`config.mk`:
```
export PLATFORM = sky130hd
export DESIGN_NAME = game_timer
export DESIGN_NICKNAME = d
export VERILOG_FILES = /design/src/rtl/sudoku_pkg.sv /design/src/rtl/sec_prescaler.sv /design/src/rtl/game_timer.sv
export SDC_FILE = /design/constraint.sdc
export NUM_CORES = 1
export LEC_CHECK = 0
export CAP_MARGIN = 25
export CELL_PAD_IN_SITES_DETAIL_PLACEMENT = 1
export CELL_PAD_IN_SITES_GLOBAL_PLACEMENT = 2
export CORE_UTILIZATION = 35
export CTS_CLUSTER_SIZE = 28
export DETAILED_ROUTE_END_ITERATION = 7
export GPL_ROUTABILITY_DRIVEN = 0
export PLACE_DENSITY = 0.79
export SLEW_MARGIN = 20
export SYNTH_ARGS = -nofsm -noshare
export SYNTH_HDL_FRONTEND = slang
export SYNTH_SLANG_ARGS = --single-unit
```
`constraint.sdc`:
```
create_clock -name clk -period 2 [get_ports clk]
set_input_delay 0.4 -clock clk [delete_from_list [all_inputs] [get_ports clk]]
set_output_delay 0.4 -clock clk [all_outputs]
set_load 0.01 [all_outputs]
```
`src/rtl/sudoku_pkg.sv`:
```
// Shared definitions for the Sudoku round datapath: timer state encoding and
// the elapsed-time bus width consumed by the score stage.
package sudoku_pkg;

  localparam int TIMER_W = 11;

  localparam logic [2:0] TS_IDLE    = 3'd0;
  localparam logic [2:0] TS_RUNNING = 3'd1;
  localparam logic [2:0] TS_PAUSED  = 3'd2;
  localparam logic [2:0] TS_DONE    = 3'd3;
  localparam logic [2:0] TS_EXPIRED = 3'd4;

  typedef enum logic [2:0] {
    ST_IDLE    = TS_IDLE,
    ST_RUNNING = TS_RUNNING,
    ST_PAUSED  = TS_PAUSED,
    ST_DONE    = TS_DONE,
    ST_EXPIRED = TS_EXPIRED
  } timer_state_e;

  function automatic int limit_seconds(input int minutes);
    return minutes * 60;
  endfunction

endpackage

```
`src/rtl/sec_prescaler.sv`:
```
// Divides clk down to a one-cycle tick every CLK_FREQ_HZ enabled cycles.
// clr restarts the fractional second; a disabled prescaler keeps its count.
module sec_prescaler #(
  parameter int CLK_FREQ_HZ = 50_000_000
) (
  input  logic clk,
  input  logic reset,
  input  logic en,
  input  logic clr,
  output logic tick
);

  localparam int CNT_W = (CLK_FREQ_HZ > 1) ? $clog2(CLK_FREQ_HZ) : 1;
  localparam logic [CNT_W-1:0] TERM = CNT_W'(CLK_FREQ_HZ - 1);

  logic [CNT_W-1:0] cnt;

  assign tick = en && !clr && (cnt == TERM);

  // NOTE: sequential state is assigned with <= so every register samples the
  // pre-edge values of its neighbours, independent of statement order.
  always_ff @(posedge clk) begin
    if (reset || clr) begin
      cnt <= '0;
    end else if (en) begin
      cnt <= tick ? '0 : cnt + 1'b1;
    end
  end

endmodule

```
`src/rtl/game_timer.sv`:
```
// Elapsed-play-time counter for a Sudoku round, saturating at the round limit.
// Define GAME_TIMER_BCD_EN to add mm:ss BCD digit outputs for the display.
module game_timer
  import sudoku_pkg::*;
#(
  parameter int CLK_FREQ_HZ        = 50_000_000,
  parameter int TIME_LIMIT_MINUTES = 30
) (
  input  logic               clk,
  input  logic               reset,
  input  logic               start,
  input  logic               pause,
  input  logic               solved,
  output logic [TIMER_W-1:0] timer,
  output logic               running,
  output logic               expired,
  output logic               sec_tick
`ifdef GAME_TIMER_BCD_EN
  ,
  output logic [3:0]         min_tens,
  output logic [3:0]         min_ones,
  output logic [3:0]         sec_tens,
  output logic [3:0]         sec_ones
`endif
);

  localparam int LIMIT_S = limit_seconds(TIME_LIMIT_MINUTES);
  localparam logic [TIMER_W-1:0] LIMIT_V = TIMER_W'(LIMIT_S);

  if (LIMIT_S < 1 || LIMIT_S > (1 << TIMER_W) - 1) begin : g_limit_check
    $error("game_timer: TIME_LIMIT_MINUTES*60 must lie in 1..2047");
  end

  timer_state_e       state, state_n;
  logic [TIMER_W-1:0] timer_n;
  logic [TIMER_W-1:0] timer_inc;
  logic               sec_tick_n;
  logic               tick;
  logic               clr;

  sec_prescaler #(.CLK_FREQ_HZ(CLK_FREQ_HZ)) u_prescaler (
    .clk   (clk),
    .reset (reset),
    .en    (state == ST_RUNNING),
    .clr   (clr),
    .tick  (tick)
  );

  assign timer_inc = timer + 1'b1;

  // Event priority below reset: start > solved > pause > tick.
  // NOTE: every signal driven here gets a default first, so no path through
  // the block can leave one unassigned and infer a latch.
  always_comb begin
    state_n    = state;
    timer_n    = timer;
    sec_tick_n = 1'b0;
    clr        = 1'b0;
    if (start) begin
      state_n = ST_RUNNING;
      timer_n = '0;
      clr     = 1'b1;
    end else begin
      case (state)
        ST_RUNNING: begin
          if (solved) begin
            state_n = ST_DONE;
          end else if (pause) begin
            state_n = ST_PAUSED;
          end else if (tick) begin
            sec_tick_n = 1'b1;
            timer_n    = timer_inc;
            if (timer_inc == LIMIT_V) state_n = ST_EXPIRED;
          end
        end
        ST_PAUSED: begin
          if (solved)     state_n = ST_DONE;
          else if (pause) state_n = ST_RUNNING;
        end
        default: ;
      endcase
    end
  end

  always_ff @(posedge clk) begin
    if (reset) begin
      state    <= ST_IDLE;
      timer    <= '0;
      sec_tick <= 1'b0;
    end else begin
      state    <= state_n;
      timer    <= timer_n;
      sec_tick <= sec_tick_n;
    end
  end

  assign running = (state == ST_RUNNING);
  assign expired = (state == ST_EXPIRED);

`ifdef GAME_TIMER_BCD_EN
  // Cascaded digits advance on exactly the edges where timer increments.
  always_ff @(posedge clk) begin
    if (reset || clr) begin
      min_tens <= '0;
      min_ones <= '0;
      sec_tens <= '0;
      sec_ones <= '0;
    end else if (sec_tick_n) begin
      if (sec_ones == 4'd9) begin
        sec_ones <= '0;
        if (sec_tens == 4'd5) begin
          sec_tens <= '0;
          if (min_ones == 4'd9) begin
            min_ones <= '0;
            min_tens <= (min_tens == 4'd9) ? 4'd0 : min_tens + 4'd1;
          end else begin
            min_ones <= min_ones + 4'd1;
          end
        end else begin
          sec_tens <= sec_tens + 4'd1;
        end
      end else begin
        sec_ones <= sec_ones + 4'd1;
      end
    end
  end
`endif

endmodule
```
---- After elaboration in Yosys (flattened, before gate mapping) ----
Index checks and enable logic that the tools add are counted.
cells by class
  equal/unequal tests ..................... 11
  bitwise logic cells ..................... 3
  reduce and logical (&&, ||, !) cells .... 11
  $add $sub $neg .......................... 2
  mux-type cells .......................... 11
operator list
  kind                     number
  $add A26 B1 Y26 const B  1
  $eq A26 B26 Y1 const B   1
  $mux W26                 1
  $mux W3                  6
  $ne A4 B4 Y1 const B     3
  $reduce_and A4 Y1        3
  $add A11 B1 Y11 const B  1
  $eq A11 B11 Y1 const B   1
  $ne A5 B5 Y1 const B     2
  $pmux W3 S2              1
  $reduce_or A5 Y1         1
  $eq A3 B1 Y1 const B     1
  $eq A3 B2 Y1 const B     1
  $eq A3 B3 Y1 const B     1
  $mux W1                  3
  $ne A3 B3 Y1 const B     1
  $not A1 Y1               3
  $reduce_bool A3 Y1       1
  $logic_and A1 B1 Y1      2
  $reduce_bool A2 Y1       1
  $reduce_or A2 Y1         1
  $logic_not A1 Y1         1
  $logic_or A1 B1 Y1       1
word-level totals
  output and inout port bits .............. 14
  register bits after elaboration ......... 41
  word-level logic and storage cells ...... 43

---- Depth between registers and ports, before layout ----
Gate-level depths: netlist of run 1.
  word-level depth ........................ 9
  mapped depth ............................ 7
  mapped depth without buffers ............ 6

---- Cells and area by module ----
A second synthesis of run 1 with hierarchy kept.
unflattened totals
  cells, all modules ...................... 250
  area total of the unflattened synthesis .. 2154.6 sq um
by module, submodules not included
  module         cells each  instances  area an instance (sq um)  sequential area each (sq um)
  sec_prescaler  146         1          1296.2                    520.5
  game_timer     104         1          858.3                     300.3

---- Worst setup path after synthesis of run 1 ----
Ideal clock, no wire load.
  kind .................................... reg-to-reg
  start ................................... register timer[0]
  end ..................................... register state[0]
  library setup time ...................... 143 ps
  path buffers ............................ 1
  slack ................................... 102 ps
  arrival time ............................ 1755 ps
  cell stages (with the launch flop) ...... 8
  cells stage by stage .................... dfxtp_1 > ha_1 > and3_2 > buf_2 > nor4_1 > a31oi_1 > a2111oi_0 > a31oi_1
between the ends
  word-level cells in the longest chain between the ends .. 4
ends and longest elaborated chain
  item                                line              text
  start, declared                     game_timer.sv:14  output logic [TIMER_W-1:0] timer,
  start signal, assigned              game_timer.sv:92  timer <= timer_n;
  $add A11 B1 Y11                     game_timer.sv:49  assign timer_inc = timer + 1'b1;
  $eq A11 B11 Y1                      game_timer.sv:73  if (timer_inc == LIMIT_V) state_n = ST_EXPIRED;
  $ne A5 B5 Y1 (no source line)       n/a
  $reduce_and A4 Y1 (no source line)  n/a
  end signal, assigned                game_timer.sv:91  state <= state_n;
  end, declared                       game_timer.sv:34  timer_state_e state, state_n;
No other way between the ends.
A chain may end at the register's enable or synchronous reset.

---- Worst setup path in the final report of run 1 ----
  start ................................... register state[2]
  end ..................................... output port expired
between the ends
  word-level cells in the longest chain between the ends .. 1
ends and longest elaborated chain
  item           line              text
  $eq A3 B3 Y1   game_timer.sv:98  assign expired = (state == ST_EXPIRED);
  end, declared  game_timer.sv:16  output logic expired,
No other way between the ends.

==> impl_metrics.toml, run 1 <==
[clocking]
htree_levels = 2
clk_pin_slew_worst_paths_ns = 0.08
clock_path_buffers = 2
post-cts-setup-buffers = 0
clock_sinks = 41
clk_latency_ns = 0.30
cts_buffers = 5
cts_tree = "done"
root_buffer = "clkbuf_8"

[sta]
finClkSkew_ns = 0.00574
slew_headroom = 0.729
setup_viol = 0
fmax_mhz = 527
rsz0062_at_grt = "false"
hold_viol = 0
finalSetupTns_ns = 0
tightest_slew_ns = 0.406
drv_slew = 0
holdWs_ns = 0.508
timing.final.crit_share = 0.949
fin_crit_ns = 1.90

[layout]
nets = 300
antennaDiodeCount = 0
area_delta_synth_final_pct = 25.4
drive_above_1_share = 0.198
final_core_utilization = 0.459

[global_route]
grt_pass1_wl_mm = 9.34
antenna_found_initial = 0
grt_max_degree = 23
grt.total_usage = 0.188
grt-ovfl-total = 0
grt_pass1_vias = 1943

[route]
avgRoutedWirePerCell_microns = 15.3
drc = 0
drt-vias-per-instance = 5.24
drtAntennaViolNets = 0
drt_wl_total_mm = 5.64
vias = 1928
drt_iter0_drc = 32
first_pass_iters = 4

[placement]
port_buffers = 18
dp_hpwl_mm = 4.21

[worst_setup_path]
required_ns = 1.60
r2r_slack_ns = 0.14
startpoint = "state[2]$_SDFFE_PP0P_"
r2r-start = "timer[2]$_SDFFE_PP0P_"
r2r-end = "state[0]$_SDFFE_PP0P_"
endpoint_kind = "output port"
cp-endpoint = "expired"
cp-start-kind = "flop"
crit_arrival_ns = 1.50
crit_type = "flop to output port"
ff2ff_path_depth = 6
crit_fanout = 5

[run_status]
status = "finished, final reports clean"

[floorplan]
start_util = 0.366
die_h_microns = 80.9
fp.dieArea_sq_mm = 0.00654
rows = 28
pin_count = 19
fp.dieW_microns = 80.9
core_sq_mm = 0.00596

[power_and_ir_drop]
p_leak_nw = 0.977
total_power_mw = 1.59
pwr_density_cell_mw_per_mm2 = 581
irDropWorstVdd_mv = 0.280

[synth]
syn_avg_cell_area_sq_um = 8.68
netlist_area_sq_mm = 0.00218
yosys_warnings = 0
synth-main-ff-cell = "dfxtp_1"
ys_seq_area_frac = 0.377
synth-edff-count = 0
synthArstFlopShare = 0
netlist_instances = 251
syn_nets = 259
yosys_register_bits = 41
yosys.cell_types.count = 45

[job]
maxCapViolCount = 0

[hold_path]
hold_class = "flop to flop"
-- area by class of cell --
cell class | count | area [sq um]
Sequential cell | 41 | 825
Clock inverter | 1 | 30.0
Tap cell | 75 | 93.8
Timing Repair Buffer | 45 | 394
Inverter | 2 | 7.51
Multi-Input combinational cell | 197 | 1300
Fill cell | 719 | 3220
Clock buffer | 7 | 86.3
-- critical path, cell delays in order, from the launching register on --
cell	delay (ns)
dfxtp_1	0.34
buf_4	0.13
nor3b_1	0.17
clkdlybuf4s50_1	0.56
-- cells in the final DEF (no fill, tap or decap), types with 2 or more instances in the layout --
cell type,Yosys,layout
nor2_1,43,43
dfxtp_1,41,38
buf_4,0,26
nand2_1,21,20
clkdlybuf4s50_1,0,17
xnor2_1,16,16
xor2_1,16,16
nand4_1,14,14
nand3_1,11,11
nor3_1,9,9
nor4_1,7,7
a21oi_1,6,6
clkbuf_8,1,6
and3_1,5,5
and4_1,4,4
and3_2,3,3
o21ai_0,3,3
a31oi_1,3,3
ha_1,3,3
dfxtp_2,0,3
inv_1,2,2
nor3b_1,2,2
and4bb_2,2,2
nor4_4,2,2
nand4_4,2,2
and4_2,2,2
or2_2,2,2
a31o_1,2,2
mux2i_1,2,2
nand4b_1,2,2
a211o_1,2,2
-- flip-flops by register name, summed over array words and instances, names as in the netlist --
| name | flops |
|---|---|
| u_prescaler.cnt | 26 |
| sec_tick | 1 |
| state | 3 |
| timer | 11 |
-- synthesized netlist by cell type (all sizes together), types with 2 or more instances --
cell type / number / area, sq um
nor2: 44 / 168
dfxtp: 41 / 821
nand2: 21 / 78.8
nand4: 17 / 143
xnor2: 16 / 140
xor2: 16 / 140
nand3: 11 / 55.1
nor3: 10 / 55.1
nor4: 9 / 86.3
and3: 8 / 53.8
a21oi: 6 / 30.0
and4: 6 / 55.1
clkbuf: 6 / 37.5
buf: 5 / 31.3
a31oi: 3 / 18.8
ha: 3 / 37.5
o21ai: 3 / 15.0
a211o: 2 / 17.5
a31o: 2 / 17.5
and2: 2 / 13.8
and4bb: 2 / 25.0
inv: 2 / 7.51
mux2i: 2 / 20.0
nand4b: 2 / 17.5
nor3b: 2 / 15.0
nor4b: 2 / 17.5
or2: 2 / 12.5
or3: 2 / 13.8
-- metrics by stage --
stage	setup WS [ns]	instances	instance area, sq um
after floorplan	0.102	251	2180
after global placement	-0.167	360	2600
after detailed placement	-0.223	360	2600
after CTS	0.0834	368	2720
after global routing	0.00470	368	2730
final	0.102	368	2730
-- report_power, final --
group	internal, mW	switching [mW]
clock	0.407	0.282
sequential	0.819	0.00505
combinational	0.0332	0.0406
-- what timing repair did --
item | 4_1_cts | 5_1_grt
setup endpoints to repair | 3 | 2
hold buffers | 0 | 0
pin swaps | 0 | 1
gates resized for setup | 4 | 4
-- layer usage --
layer  up-vias  share of wire  track usage  routed length [microns]
li1        977              -            -                        -
met1       925           0.48        0.227                     2710
met2        20           0.48        0.333                     2720
met3         6          0.027       0.0483                      151
met4         0         0.0098       0.0429                       55
met5         -              0            0                        0
-- worst min path at each step --
| stage | depth (start not counted) | to | from | slack [ns] |
|---|---|---|---|---|
| finish | 2 | u_prescaler.cnt[1]$_SDFFE_PP0N_ | u_prescaler.cnt[1]$_SDFFE_PP0N_ | 0.51 |
| global placement | 2 | u_prescaler.cnt[1]$_SDFFE_PP0N_ | u_prescaler.cnt[1]$_SDFFE_PP0N_ | 0.47 |
| detailed placement | 2 | u_prescaler.cnt[1]$_SDFFE_PP0N_ | u_prescaler.cnt[1]$_SDFFE_PP0N_ | 0.50 |
| global route | 2 | u_prescaler.cnt[0]$_SDFFE_PP0N_ | u_prescaler.cnt[0]$_SDFFE_PP0N_ | 0.55 |
| CTS | 2 | u_prescaler.cnt[1]$_SDFFE_PP0N_ | u_prescaler.cnt[1]$_SDFFE_PP0N_ | 0.52 |
| floorplan | 2 | u_prescaler.cnt[1]$_SDFFE_PP0N_ | u_prescaler.cnt[1]$_SDFFE_PP0N_ | 0.46 |
-- logic make-up (layout without fill, tap and decap cells) --
logic type / after synthesis / after routing / share of synthesized area
flip-flops: 41 / 41 / 0.377
AO/OA/AOI/OAI: 19 / 19 / 0.0569
buffers and inverters: 13 / 55 / 0.0350
XOR/XNOR: 32 / 32 / 0.129
adder cells (fa/ha/maj): 3 / 3 / 0.0172
multiplexers: 2 / 2 / 0.00919
AND/OR/NAND/NOR: 141 / 141 / 0.376
Note: power is estimated with default switching activity, not from simulation.
==> run 2, diff against run 1 <==
--- a/config.mk
+++ b/config.mk
@@ -5,7 +5,7 @@
 export SDC_FILE = /design/constraint.sdc
 export NUM_CORES = 1
 export LEC_CHECK = 0
-export CAP_MARGIN = 25
+export CAP_MARGIN = 40
 export CELL_PAD_IN_SITES_DETAIL_PLACEMENT = 1
 export CELL_PAD_IN_SITES_GLOBAL_PLACEMENT = 2
 export CORE_UTILIZATION = 35
==> results of run 2 <==
No change in the layout: final DEF, timing and power equal those of run 1.
